--- src/rtl/grad_arb_pkg.sv ---
// grad_arb_pkg: shared types and widths for the gradient arbiter slice
package grad_arb_pkg;
  localparam int PIX_W = 9;
  localparam int RES_W = 16;
  typedef enum logic {IDLE, LOCK} state_t;
  typedef struct packed {
    logic valid;
    logic id;
    logic last;
  } tag_t;
endpackage

--- src/rtl/grad_tag_pipe.sv ---
// grad_tag_pipe: GRAD_LAT-stage shift register carrying request tags alongside the gradient unit
//   iclk/ireset  clock, async active-low reset (clears every stage)
//   itag         tag entering stage 0
//   otag         tag leaving stage GRAD_LAT-1
module grad_tag_pipe
  import grad_arb_pkg::*;
#(
  parameter int GRAD_LAT = 14
) (
  input  logic iclk,
  input  logic ireset,
  input  tag_t itag,
  output tag_t otag
);
  tag_t r_pipe [GRAD_LAT];
  always_ff @(posedge iclk or negedge ireset) begin
    if (!ireset) begin
      for (int i = 0; i < GRAD_LAT; i++) r_pipe[i] <= '0;
    end else begin
      r_pipe[0] <= itag;
      for (int i = 1; i < GRAD_LAT; i++) r_pipe[i] <= r_pipe[i-1];
    end
  end
  assign otag = r_pipe[GRAD_LAT-1];
endmodule

--- src/rtl/gradient_arbiter.sv ---
// gradient_arbiter: round-robin packet-locked arbiter sharing one gradient unit between two requesters
//   iclk/ireset         clock, async active-low reset
//   ireq_*/oreq_ready   requester sample streams and one-hot accept
//   ogrd_*              registered samples to the gradient unit
//   igrd_*              results from the gradient unit, GRAD_LAT cycles after ogrd_en
//   ores_*              results routed back to the issuing requester
//   obusy/oerr          activity flag and sticky tag/result misalignment
module gradient_arbiter
  import grad_arb_pkg::*;
#(
  parameter int GRAD_LAT = 14,
  parameter int CNT_W = 5
) (
  input  logic               iclk,
  input  logic               ireset,
  input  logic [1:0]         ireq_valid,
  input  logic [1:0]         ireq_last,
  input  logic [4*PIX_W-1:0] ireq0_pix,
  input  logic [4*PIX_W-1:0] ireq1_pix,
  output logic [1:0]         oreq_ready,
  output logic               ogrd_en,
  output logic [PIX_W-1:0]   ogrd_top,
  output logic [PIX_W-1:0]   ogrd_left,
  output logic [PIX_W-1:0]   ogrd_right,
  output logic [PIX_W-1:0]   ogrd_bot,
  input  logic [RES_W-1:0]   igrd_mag,
  input  logic [RES_W-1:0]   igrd_ori,
  input  logic               igrd_en,
  output logic [1:0]         ores_valid,
  output logic               ores_last,
  output logic [RES_W-1:0]   ores_mag,
  output logic [RES_W-1:0]   ores_ori,
  output logic               obusy,
  output logic               oerr
);
  state_t r_state, w_next;
  logic r_owner, r_ptr, r_grd_en, r_grd_id, r_grd_last, r_last, r_err;
  logic [1:0] r_res_valid;
  logic [4*PIX_W-1:0] r_pix;
  logic [RES_W-1:0] r_mag, r_ori;
  logic [CNT_W-1:0] r_cnt;
  logic w_xfer, w_done, w_win, w_strobe;
  tag_t w_tag_in, w_tag;
  assign w_xfer = (r_state == LOCK) & ireq_valid[r_owner];
  assign w_done = w_xfer & ireq_last[r_owner];
  // r_ptr names the requester that wins a tie; a lone requester always wins
  assign w_win = &ireq_valid ? r_ptr : ireq_valid[1];
  assign w_strobe = igrd_en & w_tag.valid;
  assign w_tag_in = '{valid: r_grd_en, id: r_grd_id, last: r_grd_last};
  always_comb begin
    w_next = r_state;
    w_next = (r_state == IDLE) ? (|ireq_valid ? LOCK : IDLE) : (w_done ? IDLE : LOCK);
  end
  always_ff @(posedge iclk or negedge ireset) begin
    if (!ireset) r_state <= IDLE;
    else r_state <= w_next;
  end
  always_ff @(posedge iclk or negedge ireset) begin
    if (!ireset) begin
      r_owner <= 1'b0;
      r_ptr <= 1'b0;
      r_grd_en <= 1'b0;
      r_grd_id <= 1'b0;
      r_grd_last <= 1'b0;
      r_pix <= '0;
      r_res_valid <= '0;
      r_last <= 1'b0;
      r_mag <= '0;
      r_ori <= '0;
      r_cnt <= '0;
      r_err <= 1'b0;
    end else begin
      if (r_state == IDLE && |ireq_valid) r_owner <= w_win;
      if (w_done) r_ptr <= ~r_owner;
      r_grd_en <= w_xfer;
      if (w_xfer) begin
        r_pix <= r_owner ? ireq1_pix : ireq0_pix;
        r_grd_id <= r_owner;
        r_grd_last <= ireq_last[r_owner];
      end
      r_res_valid <= w_strobe ? (w_tag.id ? 2'b10 : 2'b01) : 2'b00;
      r_last <= w_strobe & w_tag.last;
      if (w_strobe) begin
        r_mag <= igrd_mag;
        r_ori <= igrd_ori;
      end
      r_cnt <= r_cnt + CNT_W'(r_grd_en) - CNT_W'(|r_res_valid);
      if (igrd_en != w_tag.valid) r_err <= 1'b1;
    end
  end
  grad_tag_pipe #(.GRAD_LAT(GRAD_LAT)) u_tag_pipe (
    .iclk(iclk),
    .ireset(ireset),
    .itag(w_tag_in),
    .otag(w_tag)
  );
  assign oreq_ready = (r_state == LOCK) ? (r_owner ? 2'b10 : 2'b01) : 2'b00;
  assign ogrd_en = r_grd_en;
  assign {ogrd_top, ogrd_left, ogrd_right, ogrd_bot} = r_pix;
  assign ores_valid = r_res_valid;
  assign ores_last = r_last;
  assign ores_mag = r_mag;
  assign ores_ori = r_ori;
  assign obusy = (r_state == LOCK) | (r_cnt != '0);
  assign oerr = r_err;
endmodule

--- config.mk ---
export PLATFORM = sky130hd
export DESIGN_NAME = gradient_arbiter
export DESIGN_NICKNAME = d
export VERILOG_FILES = /design/src/rtl/grad_arb_pkg.sv /design/src/rtl/grad_tag_pipe.sv /design/src/rtl/gradient_arbiter.sv
export SDC_FILE = /design/constraint.sdc
export NUM_CORES = 1
export LEC_CHECK = 0
export CORE_ASPECT_RATIO = 1.25
export CORE_UTILIZATION = 41
export CTS_BUF_LIST = sky130_fd_sc_hd__clkbuf_8
export DETAILED_ROUTE_END_ITERATION = 8
export PLACE_DENSITY = 0.82
export RECOVER_POWER = 50
export SLEW_MARGIN = 15
export SYNTH_ARGS = -nofsm -noshare
export SYNTH_HDL_FRONTEND = slang
export SYNTH_SLANG_ARGS = --single-unit
--- constraint.sdc ---
create_clock -name iclk -period 2 [get_ports iclk]
set_clock_uncertainty 0.1 [all_clocks]
set_input_delay 0.2 -clock iclk [delete_from_list [all_inputs] [get_ports iclk]]
set_output_delay 0.2 -clock iclk [all_outputs]
set_load 0.05 [all_outputs]
Word level (Yosys, flattened, before mapping)
Cells that the tools add are included.

Eq/ne operators: 1. Reduce and logical (&&, ||, !) cells: 5. Add/subtract/negate cells: 2. Bitwise gates (word level): 7. $lt $le $gt $ge: 1. Mux-type cells: 13.

Operator list (number): $mux W36 (1); $mux W1 (8); $mux W2 (4); $add A5 B1 Y5 (1); $reduce_bool A5 Y1 (1); $sub A5 B1 Y5 (1); $and A1 B1 Y1 (4); $reduce_or A2 Y1 (2); $lt A1 B2 Y1 const B (1); $not A1 Y1 (2); $reduce_and A2 Y1 (1); $logic_and A1 B1 Y1 (1); $ne A1 B1 Y1 (1); $or A1 B1 Y1 (1).

Input bits: 111. Logic and storage cells: 84. Register bits after elaboration: 125. Output and inout bits: 76.

Longest topological paths before layout
Gate-level depths: netlist of run 1.

Depth after elaboration: 6. Mapped depth: 8. Gate-level depth less buffers: 8.

By module
From an unflattened synthesis of run 1, not the netlist that was laid out.

Cells, all modules: 344. Area total of the unflattened synthesis: 4795.8 µm².

Modules (own cells, without submodules): gradient_arbiter (cells an instance 299, times used 1, sequential area each 2077.0 µm², area an instance 3722.3 µm²); grad_tag_pipe (cells an instance 45, times used 1, sequential area each 1051.0 µm², area an instance 1073.5 µm²).

Worst setup path before layout of run 1
Ideal clock, no wire load.

Kind: flip-flop to flip-flop. Start point: register r_res_valid[1], in the netlist ores_valid[1]. End point: register r_cnt[4]. Cell stages (with the launch flop): 9. Required time: 1.776 ns. Period minus slack after synthesis: 2.321 ns. Library setup time: 0.124 ns. Arrival time: 2.097 ns. Buffers on the path: 0. Setup slack: -0.321 ns. Cell sequence: dfrtp_1 > or2_2 > ha_1 > inv_1 > ha_1 > fa_1 > a21oi_1 > o21bai_1 > xnor2_1.

Word-level cells in the longest chain between the ends: 2.

RTL lines: start, declared (RTL line gradient_arbiter.sv:38) `logic [1:0] r_res_valid;`; start signal, assigned (RTL line gradient_arbiter.sv:81) `r_res_valid <= w_strobe ? (w_tag.id ? 2'b10 : 2'b01) : 2'b00;`; $reduce_or A2 Y1 (RTL line gradient_arbiter.sv:87) `r_cnt <= r_cnt + CNT_W'(r_grd_en) - CNT_W'(|r_res_valid);`; $sub A5 B1 Y5 (RTL line gradient_arbiter.sv:87); end signal, assigned (RTL line gradient_arbiter.sv:87); end, declared (RTL line gradient_arbiter.sv:41) `logic [CNT_W-1:0] r_cnt;`.

No other way between the ends. A chain may end at the register's enable or synchronous reset.

Worst setup path in the final report of run 1
Same ends and word-level chain as after synthesis.

==> results of run 1 <==
repair_timing:
| action | 4_1_cts | 5_1_grt |
|---|---|---|
| endpoints found under the hold margin | 35 | 0 |
| endpoints found under the setup margin | 3 | 3 |
| gates cloned | 0 | 0 |
| hold buffers | 1 | 0 |
| gates resized for setup | 4 | 1 |
| pin swaps | 6 | 3 |
layout make-up:
cell class	instances	area (µm²)	share of cell area
flip-flops and latches	125	3130	0.434
repair buffers	199	2000	0.277
multi-input cells	182	1490	0.206
clock buffers	17	234	0.0324
clock inverters	14	170	0.0236
well taps	135	169	0.0234
inverters	8	30.0	0.00416
through the flow:
stage               cell area [µm²]  power, mW  hold WS [ns]
global route                   7220       14.1         0.246
finish                         7220       13.4         0.245
global placement               6810       11.0        0.0850
CTS                            7240       13.5         0.167
detailed placement             6810       11.2        0.0976
floorplan                      4790       8.85        -0.196
how the worst min path moves through the flow:
stage	to	slack, ns	depth (start not counted)
2_1_floorplan	oerr	-0.20	0
3_3_place_gp	ores_mag[13]	0.08	1
3_5_place_dp	ores_ori[3]	0.1	1
4_1_cts	ores_ori[3]	0.17	2
5_1_grt	u_tag_pipe.r_pipe[23]	0.25	0
6_report	u_tag_pipe.r_pipe[25]	0.25	0
layer usage:
metal	part of all wire	wire, µm	global-route usage	vias to the layer above
met2	0.50	5390	0.317	174
met4	0.013	142	0.0718	0
met3	0.093	1010	0.0644	12
met1	0.39	4270	0.225	1647
li1	-	-	-	1606
met5	0	0	0	-
cell usage after synthesis (all sizes together):
cell and n:
dfrtp 125, a21oi 42, a31oi 39, mux2i 36, mux2 33, buf 18
clkbuf 8, inv 8, ha 7, nand2 4, and2 3, xor2 3
a21o 2, nor2 2, nor2b 2, or2 2, fa 1, nand3 1
nand3b 1, nor3 1, nor4 1, o21bai 1, xnor2 1
power groups by stage:
stage / registers [mW] / clock network, mW / logic, mW
floorplan: 6.73 / 0 / 2.12
global placement: 4.34 / 0 / 6.66
detailed placement: 4.39 / 0 / 6.82
CTS: 4.38 / 2.30 / 6.86
global route: 4.51 / 2.41 / 7.19
finish: 4.36 / 2.22 / 6.82
cell families (layout without fill, tap and decap cells):
family | after synthesis | count (layout) | synth area share
buf+inv | 34 | 238 | 0.0419
fa+ha+maj | 8 | 8 | 0.0225
flops | 125 | 125 | 0.655
mux | 69 | 69 | 0.154
xor+xnor | 4 | 4 | 0.00734
simple gates | 17 | 17 | 0.0189
compound gates | 84 | 84 | 0.0999
registers in the layout, indices dropped and copies added (netlist names):
name / count
oerr: 1
ogrd_en: 1
ores_last: 1
ores_mag: 16
ores_ori: 16
ores_valid: 2
r_cnt: 5
r_grd_id: 1
r_grd_last: 1
r_owner: 1
r_pix: 36
r_ptr: 1
r_state: 1
u_tag_pipe.otag: 3
u_tag_pipe.r_pipe: 39
==> impl_metrics.env, run 1 <==
export IMPL_status="finished, violations left"
export IMPL_violations="DRC, setup timing"
export IMPL_synth_cells=341
export IMPL_internal_power_mw=7.56
export IMPL_finalHoldViolCount=0
export IMPL_layout_drive_gt1_share=0.167
export IMPL_p_switching_mw=5.85
export IMPL_syn_area_mm2=0.00477
export IMPL_arrival_ns=2.25
export IMPL_relSlewSlack=0.421
export IMPL_worst_slack_ns=-0.0524
export IMPL_worstPathBufferInverterCount=1
export IMPL_p_leak_nw=3.11
export IMPL_rr_endpoint="r_cnt[4]"
export IMPL_grt_pass1_vias=3493
export IMPL_swShare=0.436
export IMPL_crit_cells=8
export IMPL_cts_buffers=17
export IMPL_tns_ns=-0.0524
export IMPL_rsz0062_at_grt="yes"
export IMPL_r2r_setup_slack_ns=-0.05
export IMPL_utilization=0.645
export IMPL_syn_area_per_cell_um2=14.0
export IMPL_hold_path_class="reg -> reg"
export IMPL_drc=18
export IMPL_critPathKind="reg -> reg"
export IMPL_synth_top_area_share=0.655
export IMPL_required_ns=2.19
export IMPL_cp_start_kind="flip-flop"
export IMPL_max_cap_violations=0
export IMPL_ys_ff_latch=125
export IMPL_min_from="u_tag_pipe.r_pipe[28]"
export IMPL_ys_types=25
export IMPL_wire_per_inst_um=15.9
export IMPL_path_cells="or2_4, ha_4, inv_2, ha_4, fa_2, a21oi_2, o21bai_1, xnor2_1"
export IMPL_syn_to_final_growth_pct=51.2
export IMPL_r2r_start="ores_valid[1]"
export IMPL_yosys_area_top_type="dfrtp_1"
export IMPL_max_freq_mhz=487
export IMPL_tightest_slew_ns=0.869
export IMPL_grt_max_degree=67
export IMPL_clock_path_buffers=2
export IMPL_grt_pass1_wl_um=17300
export IMPL_vias=3439
export IMPL_die_area_mm2=0.0121
export IMPL_seqPwrFrac=0.325
export IMPL_mostFrequentLayoutCell="clkdlybuf4s50_1"
export IMPL_grt_ovfl_total=0
export IMPL_fin_crit_sh=1.03
export IMPL_worstPathMaxFanout=2
export IMPL_nFillCells=848
export IMPL_antenna_found_initial=0
export IMPL_rows=43
export IMPL_drt_iter0_drc=164
export IMPL_syn_nets=460
export IMPL_layout_cells_non_filler=680
export IMPL_detail_route_antenna_nets=0
export IMPL_comb_power_share=0.509
export IMPL_ys_warn_count=0
export IMPL_drtPass1Iterations=9
export IMPL_cpLargestDelayFamily="adder cells"
export IMPL_via_per_inst=5.06
export IMPL_p_per_area_mw_per_mm2=1860
export IMPL_core_region_area_mm2=0.0112
export IMPL_layout_common_cells="clkdlybuf4s50_1 (181), dfrtp_1 (121), a21oi_1 (41)"
export IMPL_startpoint="ores_valid[1]"
export IMPL_slew_viol_final=0
export IMPL_hpwl_um=7670
export IMPL_vdd_ir_drop_max_mv=0.953
export IMPL_die_x_um=98.5
export IMPL_initial_core_util=0.427
export IMPL_cp_endpoint="r_cnt[4]"
export IMPL_postCtsSetupBuffers=0
export IMPL_wirelength_um=10800
export IMPL_end_kind="flip-flop"
export IMPL_clk_pin_slew_ns=0.07
export IMPL_numPlacedInstances=648
export IMPL_cts_max_level=4
export IMPL_ys_top_cells_by_area="dfrtp_1 (66%), mux2i_1 (7.5%), mux2_2 (7.5%)"
export IMPL_place_gp_congestion=0.710
export IMPL_fin_crit_ns=2.05
export IMPL_clock_latency_ns=0.42
export IMPL_synth_seq_area_share=0.655
export IMPL_post_place_ws_ns=-0.0643
export IMPL_r2r_cells=8
export IMPL_num_io_pins=187
export IMPL_n_antenna_cell=0
export IMPL_grt_total_usage=0.188
export IMPL_setup_viol=1
export IMPL_cpMaxStageDelayCell="dfrtp_2"
export IMPL_max_stage_delay_ns=0.41
export IMPL_dieHeight_um=123
export IMPL_port_buffers=186
export IMPL_cts_root_buf="clkbuf_8"
export IMPL_fin_nets=652
export IMPL_path_common_cell="ha_4"
export IMPL_numClockSinks=125
export IMPL_power_frac_clock=0.166
export IMPL_cts_tree="built"
(Power assumes the default switching activity.)
==> run 2, diff against run 1 <==
--- a/config.mk
+++ b/config.mk
@@ -6,10 +6,11 @@
 export NUM_CORES = 1
 export LEC_CHECK = 0
 export CORE_ASPECT_RATIO = 1.25
-export CORE_UTILIZATION = 41
+export CORE_UTILIZATION = 59
 export CTS_BUF_LIST = sky130_fd_sc_hd__clkbuf_8
 export DETAILED_ROUTE_END_ITERATION = 8
-export PLACE_DENSITY = 0.82
+export DONT_BUFFER_PORTS = 1
+export PLACE_DENSITY = 0.81
 export RECOVER_POWER = 50
 export SLEW_MARGIN = 15
 export SYNTH_ARGS = -nofsm -noshare
==> impl_metrics.env, run 2 <==
export IMPL_async_flop_share=1.00
export IMPL_hold_buffers=101
export IMPL_yosys_area_top_type="dfrtp_1"
export IMPL_ys_warn_count=0
export IMPL_yosysMostFrequentCell="dfrtp_1"
export IMPL_hpwl_um=5720
export IMPL_lastStage="4_1_cts"
export IMPL_dieHeight_um=103
export IMPL_clock_path_buffers=2
export IMPL_die_x_um=82.5
export IMPL_status="aborted with a tool error"
export IMPL_place_gp_congestion=0.737
export IMPL_port_buffers=0
export IMPL_synthMuxAreaShare=0.154
export IMPL_cts_max_level=4
export IMPL_synth_cells=341
export IMPL_num_io_pins=187
export IMPL_yosys_area_share_simple=0.0189
export IMPL_synth_xor_area_frac=0.00734
export IMPL_post_place_ws_ns=-0.0519
export IMPL_postCtsSetupBuffers=0
export IMPL_ys_top_cells_by_area="dfrtp_1 (66%), mux2i_1 (7.5%), mux2_2 (7.5%)"
export IMPL_synth_seq_area_share=0.655
export IMPL_synth_top_area_share=0.655
export IMPL_cts_resized=3
export IMPL_synth_top_family_by_area="multiplexers"
export IMPL_synthTopCellsByCount="dfrtp_1 (125), a21oi_1 (42), a31oi_1 (39), mux2i_1 (36), mux2_2 (32)"
export IMPL_numClockSinks=125
export IMPL_synth_compound_area_frac=0.0999
export IMPL_initial_core_util=0.609
export IMPL_cts_buffers=17
export IMPL_ys_flop_type="dfrtp_1"
export IMPL_cts_root_buf="clkbuf_8"
export IMPL_numPlacedInstances=421
export IMPL_syn_nets=460
export IMPL_ys_ff_latch=125
export IMPL_syn_area_mm2=0.00477
export IMPL_synthAdderAreaFrac=0.0225
export IMPL_synth_edf_count=0
export IMPL_rows=36
export IMPL_ys_types=25
export IMPL_error="[ERROR RSZ-0060] Max buffer count reached."
export IMPL_syn_area_per_cell_um2=14.0
## run 2: kinds of logic after synthesis
| family | count (synthesis) |
|---|---|
| AOI/OAI and AO/OA | 84 |
| xor gates and xnor gates | 4 |
| adders and majority gates | 8 |
| buffers and inverters | 34 |
| DFF | 125 |
| muxes | 69 |
| and+or+nand+nor | 17 |
## run 2: per-stage QoR
step,setup TNS (ns),instance area (µm²),utilization
after global placement,-0.00113,4830,0.617
after detailed placement,-0.0862,4830,0.617
after floorplan,-0.135,4790,-
==> run 3, diff against run 2 <==
--- a/config.mk
+++ b/config.mk
@@ -5,12 +5,10 @@
 export SDC_FILE = /design/constraint.sdc
 export NUM_CORES = 1
 export LEC_CHECK = 0
-export CORE_ASPECT_RATIO = 1.25
-export CORE_UTILIZATION = 59
-export CTS_BUF_LIST = sky130_fd_sc_hd__clkbuf_8
+export CORE_UTILIZATION = 40
 export DETAILED_ROUTE_END_ITERATION = 8
 export DONT_BUFFER_PORTS = 1
-export PLACE_DENSITY = 0.81
+export PLACE_DENSITY_LB_ADDON = 0.15
 export RECOVER_POWER = 50
 export SLEW_MARGIN = 15
 export SYNTH_ARGS = -nofsm -noshare
==> constraint.sdc (replaced) <==
create_clock -name iclk -period 2.6 [get_ports iclk]
set_clock_uncertainty 0.1 [all_clocks]
set_input_delay 0.26 -clock iclk [delete_from_list [all_inputs] [get_ports iclk]]
set_output_delay 0.26 -clock iclk [all_outputs]
set_load 0.05 [all_outputs]
==> impl_metrics.env, run 3 (synthesized netlist as in run 1, its figures left out) <==
export IMPL_status="finished, violations left"
export IMPL_violations="DRC, hold timing"
export IMPL_regMostFlops="u_tag_pipe.r_pipe"
export IMPL_tightest_slew_ns=0.761
export IMPL_fin_hold_ws_ns=-0.551
export IMPL_grt_pass1_vias=3195
export IMPL_layout_drive_gt1_share=0.168
export IMPL_dieHeight_um=111
export IMPL_tns_ns=0
export IMPL_setup_viol=0
export IMPL_postCtsSetupBuffers=0
export IMPL_via_per_inst=5.22
export IMPL_cts_tree="built"
export IMPL_num_io_pins=187
export IMPL_end_kind="flip-flop"
export IMPL_port_buffers=0
export IMPL_vias=3019
export IMPL_n_antenna_cell=0
export IMPL_die_area_mm2=0.0124
export IMPL_hpwl_um=5510
export IMPL_hold_path_class="in -> async"
export IMPL_nFillCells=936
export IMPL_arrival_ns=2.46
export IMPL_required_ns=2.76
export IMPL_rows=39
export IMPL_grt_pass1_wl_um=16200
export IMPL_cp_start_kind="flip-flop"
export IMPL_mostFrequentLayoutCell="dfrtp_1"
export IMPL_fin_crit_ns=2.30
export IMPL_worstPathMaxFanout=30
export IMPL_drtPass1Iterations=6
export IMPL_place_gp_congestion=0.705
export IMPL_cts_resized=0
export IMPL_wirelength_um=9910
export IMPL_p_leak_nw=2.76
export IMPL_stdcell_area_mm2=0.00625
export IMPL_syn_to_final_growth_pct=30.9
export IMPL_detail_route_antenna_nets=0
export IMPL_clk_pin_slew_ns=0.06
export IMPL_core_region_area_mm2=0.0115
export IMPL_reg_top3="u_tag_pipe.r_pipe (39), r_pix (36)"
export IMPL_p_total_mw=9.73
export IMPL_relSlewSlack=0.493
export IMPL_hold_buffers=82
export IMPL_vdd_ir_drop_max_mv=0.594
export IMPL_slew_viol_final=0
export IMPL_critPathKind="reg -> reg"
export IMPL_finalHoldViolCount=125
export IMPL_largest_reg_flops=39
export IMPL_grt_ovfl_total=0
export IMPL_rsz0062_at_grt="no"
export IMPL_layout_common_cells="dfrtp_1 (123), dlygate4sd3_1 (82), a21oi_1 (42)"
export IMPL_grt_total_usage=0.171
export IMPL_drc=32
export IMPL_cts_buffers=17
export IMPL_die_x_um=111
export IMPL_fin_crit_sh=0.886
export IMPL_fin_nets=541
export IMPL_place_area_mm2=0.00483
export IMPL_antenna_found_initial=0
export IMPL_clock_latency_ns=0.40
export IMPL_max_cap_violations=0
export IMPL_grt_max_degree=126
export IMPL_numClockSinks=125
export IMPL_r2r_cells=4
export IMPL_cts_max_level=4
export IMPL_max_freq_mhz=434
export IMPL_wire_per_inst_um=17.1
export IMPL_initial_core_util=0.414
export IMPL_clock_path_buffers=2
export IMPL_drt_iter0_drc=197
export IMPL_cts_root_buf="clkbuf_16"
export IMPL_p_per_area_mw_per_mm2=1560
run 3: per-stage QoR:
stage | worst slack [ns] | utilization | std cells
CTS | 0.333 | 0.542 | 578
global route | 0.116 | 0.542 | 578
floorplan | 0.279 | - | 341
global placement | 0.484 | 0.419 | 464
finish | 0.295 | 0.542 | 578
detailed placement | 0.464 | 0.419 | 464
run 3: layout make-up:
type	instances	area, µm²	share of cell area
flip-flops and latches	125	3130	0.501
multi-input cells	182	1450	0.231
repair buffers	88	866	0.139
clock buffers	19	433	0.0693
well taps	143	179	0.0286
clock inverters	13	164	0.0262
inverters	8	30.0	0.00481
run 3: report_power, final:
part	total [mW]	internal [mW]	switching, mW	leakage [nW]
Sequential	5.39	2.84	2.55	1.46
Combinational	1.97	1.02	0.958	1.01
Clock	2.37	1.51	0.857	0.288
Total	9.73	5.37	4.36	2.76
run 3: metal layers:
layer,vias up,wire [µm],global-route usage
met5,-,0,0
met4,0,136,0.0703
met3,12,941,0.0716
met2,164,4520,0.263
met1,1459,4310,0.214
li1,1384,-,-
run 3: worst paths after layout:
path                       slack (ns)                 start              endpoint
setup reg to reg                 0.30               r_owner              r_pix[2]
setup / recovery                 0.30               r_owner              r_pix[2]
hold / removal                  -0.55                ireset          ores_mag[10]
max in group asynchronous        2.77                ireset             r_pix[23]
hold reg to reg                  0.24  u_tag_pipe.r_pipe[8]  u_tag_pipe.r_pipe[5]
min in group iclk                   0         ireq0_pix[25]             r_pix[25]
run 3: critical path: stages (launching register included):
cell           delay [ns]
dfrtp_2              0.60
buf_4                0.50
mux2i_1              0.27
dlygate4sd3_1        0.57
a31oi_1              0.08
==> run 4, diff against run 3 <==
--- a/config.mk
+++ b/config.mk
@@ -8,7 +8,7 @@
 export CORE_UTILIZATION = 40
 export DETAILED_ROUTE_END_ITERATION = 8
 export DONT_BUFFER_PORTS = 1
-export PLACE_DENSITY_LB_ADDON = 0.15
+export PLACE_DENSITY = 0.54
 export RECOVER_POWER = 50
 export SLEW_MARGIN = 15
 export SYNTH_ARGS = -nofsm -noshare
==> impl_metrics.env, run 4 (synthesized netlist as in run 1, its figures left out) <==
export IMPL_clock_path_buffers=2
export IMPL_fin_crit_sh=0.928
export IMPL_port_buffers=0
export IMPL_core_region_area_mm2=0.0115
export IMPL_critPathKind="reg -> reg"
export IMPL_mostFrequentLayoutCell="dfrtp_1"
export IMPL_max_cap_violations=0
export IMPL_p_per_area_mw_per_mm2=1580
export IMPL_swShare=0.431
export IMPL_path_common_cell="a31oi_1"
export IMPL_power_frac_clock=0.265
export IMPL_tns_ns=0
export IMPL_setup_viol=0
export IMPL_clk_pin_slew_ns=0.06
export IMPL_seqPwrFrac=0.535
export IMPL_via_per_inst=5.17
export IMPL_numClockSinks=125
export IMPL_p_total_mw=10.0
export IMPL_die_x_um=111
export IMPL_max_stage_delay_ns=0.82
export IMPL_initial_core_util=0.414
export IMPL_n_antenna_cell=0
export IMPL_internal_power_mw=5.69
export IMPL_finalHoldViolCount=125
export IMPL_cpLargestDelayFamily="simple AND/OR/NAND/NOR gates"
export IMPL_wirelength_um=10000
export IMPL_wire_per_inst_um=17.3
export IMPL_vias=2998
export IMPL_worstPathBufferInverterCount=1
export IMPL_rows=39
export IMPL_numPlacedInstances=464
export IMPL_comb_power_share=0.201
export IMPL_reg_top3="u_tag_pipe.r_pipe (39), r_pix (36)"
export IMPL_drtPass1Iterations=6
export IMPL_r2r_start="r_owner"
export IMPL_num_io_pins=187
export IMPL_hpwl_um=5710
export IMPL_rsz0062_at_grt="no"
export IMPL_detail_route_antenna_nets=0
export IMPL_grt_total_usage=0.169
export IMPL_cts_root_buf="clkbuf_16"
export IMPL_regArea_mm2=0.00313
export IMPL_rr_endpoint="r_ptr"
export IMPL_cts_max_level=4
export IMPL_slew_viol_final=0
export IMPL_arrival_ns=2.65
export IMPL_tightest_slew_ns=1.03
export IMPL_cts_tree="built"
export IMPL_hold_path_class="in -> async"
export IMPL_antenna_found_initial=0
export IMPL_clock_latency_ns=0.40
export IMPL_vdd_ir_drop_max_mv=0.714
export IMPL_multiInputGateArea_mm2=0.00145
export IMPL_cp_start_kind="flip-flop"
export IMPL_path_cells="nor2b_1, a31oi_1, a31oi_1, dlygate4sd3_1"
export IMPL_drc=34
export IMPL_cts_resized=0
export IMPL_syn_to_final_growth_pct=33.0
export IMPL_fin_nets=543
export IMPL_p_switching_mw=4.31
export IMPL_drt_iter0_drc=195
export IMPL_max_freq_mhz=414
export IMPL_nFillCells=934
export IMPL_end_kind="flip-flop"
export IMPL_r2r_setup_slack_ns=0.19
export IMPL_grt_pass1_wl_um=15900
export IMPL_grt_ovfl_total=0
export IMPL_cpMaxStageDelayCell="nor2b_1"
export IMPL_p_leak_nw=2.81
export IMPL_die_area_mm2=0.0124
export IMPL_layout_common_cells="dfrtp_1 (123), dlygate4sd3_1 (84), a21oi_1 (42)"
export IMPL_largest_reg_flops=39
export IMPL_cts_buffers=17
export IMPL_r2r_cells=4
export IMPL_layout_drive_gt1_share=0.169
export IMPL_fin_crit_ns=2.41
export IMPL_required_ns=2.84
export IMPL_regMostFlops="u_tag_pipe.r_pipe"
export IMPL_worstPathMaxFanout=11
export IMPL_status="finished, violations left"
export IMPL_violations="DRC, hold timing"
export IMPL_grt_max_degree=126
export IMPL_dieHeight_um=111
export IMPL_relSlewSlack=0.315
export IMPL_place_gp_congestion=0.711
export IMPL_layout_cells_non_filler=580
export IMPL_fin_hold_ws_ns=-0.546
export IMPL_grt_pass1_vias=3076
[run 4: power by group through the flow]
stage	Clock (mW)	Combinational [mW]	Sequential, mW
after CTS	2.71	2.00	5.36
final	2.65	2.01	5.35
after detailed placement	0	1.77	5.38
after floorplan	0	1.61	5.18
after global routing	2.80	2.22	5.46
after global placement	0	1.70	5.38
[run 4: cell type report]
class                           count  share of cell area
Timing Repair Buffer               90               0.140
Clock buffer                       23              0.0784
Tap cell                          143              0.0282
Sequential cell                   125               0.493
Inverter                            8             0.00473
Clock inverter                      9              0.0284
Multi-Input combinational cell    182               0.228
[run 4: through the flow]
stage	util	worst slack, ns	area, µm²	hold slack, ns
finish	0.551	0.187	6350	-0.546
global route	0.551	0.133	6350	-0.577
CTS	0.550	0.220	6340	-0.569
detailed placement	0.419	0.419	4830	-0.133
global placement	0.419	0.486	4830	-0.133
floorplan	-	0.279	4770	-0.136
[run 4: worst reg2reg max path, delay by kind of cell, from the launching register on]
| kind | cells | cell delay [ns] |
|---|---|---|
| compound gates | 2 | 0.36 |
| buf+inv | 1 | 0.57 |
| flops | 1 | 0.50 |
| simple gates | 1 | 0.83 |
[run 4: what timing repair did]
| item | in CTS | in global routing |
|---|---|---|
| setup buffers | 0 | 0 |
| endpoints found under the hold margin | 187 | 126 |
| hold buffers | 83 | 1 |
[run 4: worst max path at each step]
stage / start / endpoint / cells past startpoint
after global routing: r_owner / r_ptr / 4
after global placement: ores_valid[1] / r_cnt[4] / 8
after detailed placement: ores_valid[1] / r_cnt[4] / 8
after floorplan: ores_valid[1] / r_cnt[4] / 8
final: r_owner / r_ptr / 4
after CTS: r_owner / r_ptr / 4
[run 4: layer usage]
| layer | up-vias | share of wire | wire, µm | global-route usage |
|---|---|---|---|---|
| met5 | - | 0 | 0 | 0 |
| met4 | 0 | 0.016 | 160 | 0.0721 |
| met3 | 14 | 0.11 | 1050 | 0.0765 |
| met2 | 181 | 0.45 | 4490 | 0.254 |
| met1 | 1414 | 0.43 | 4300 | 0.210 |
| li1 | 1389 | - | - | - |
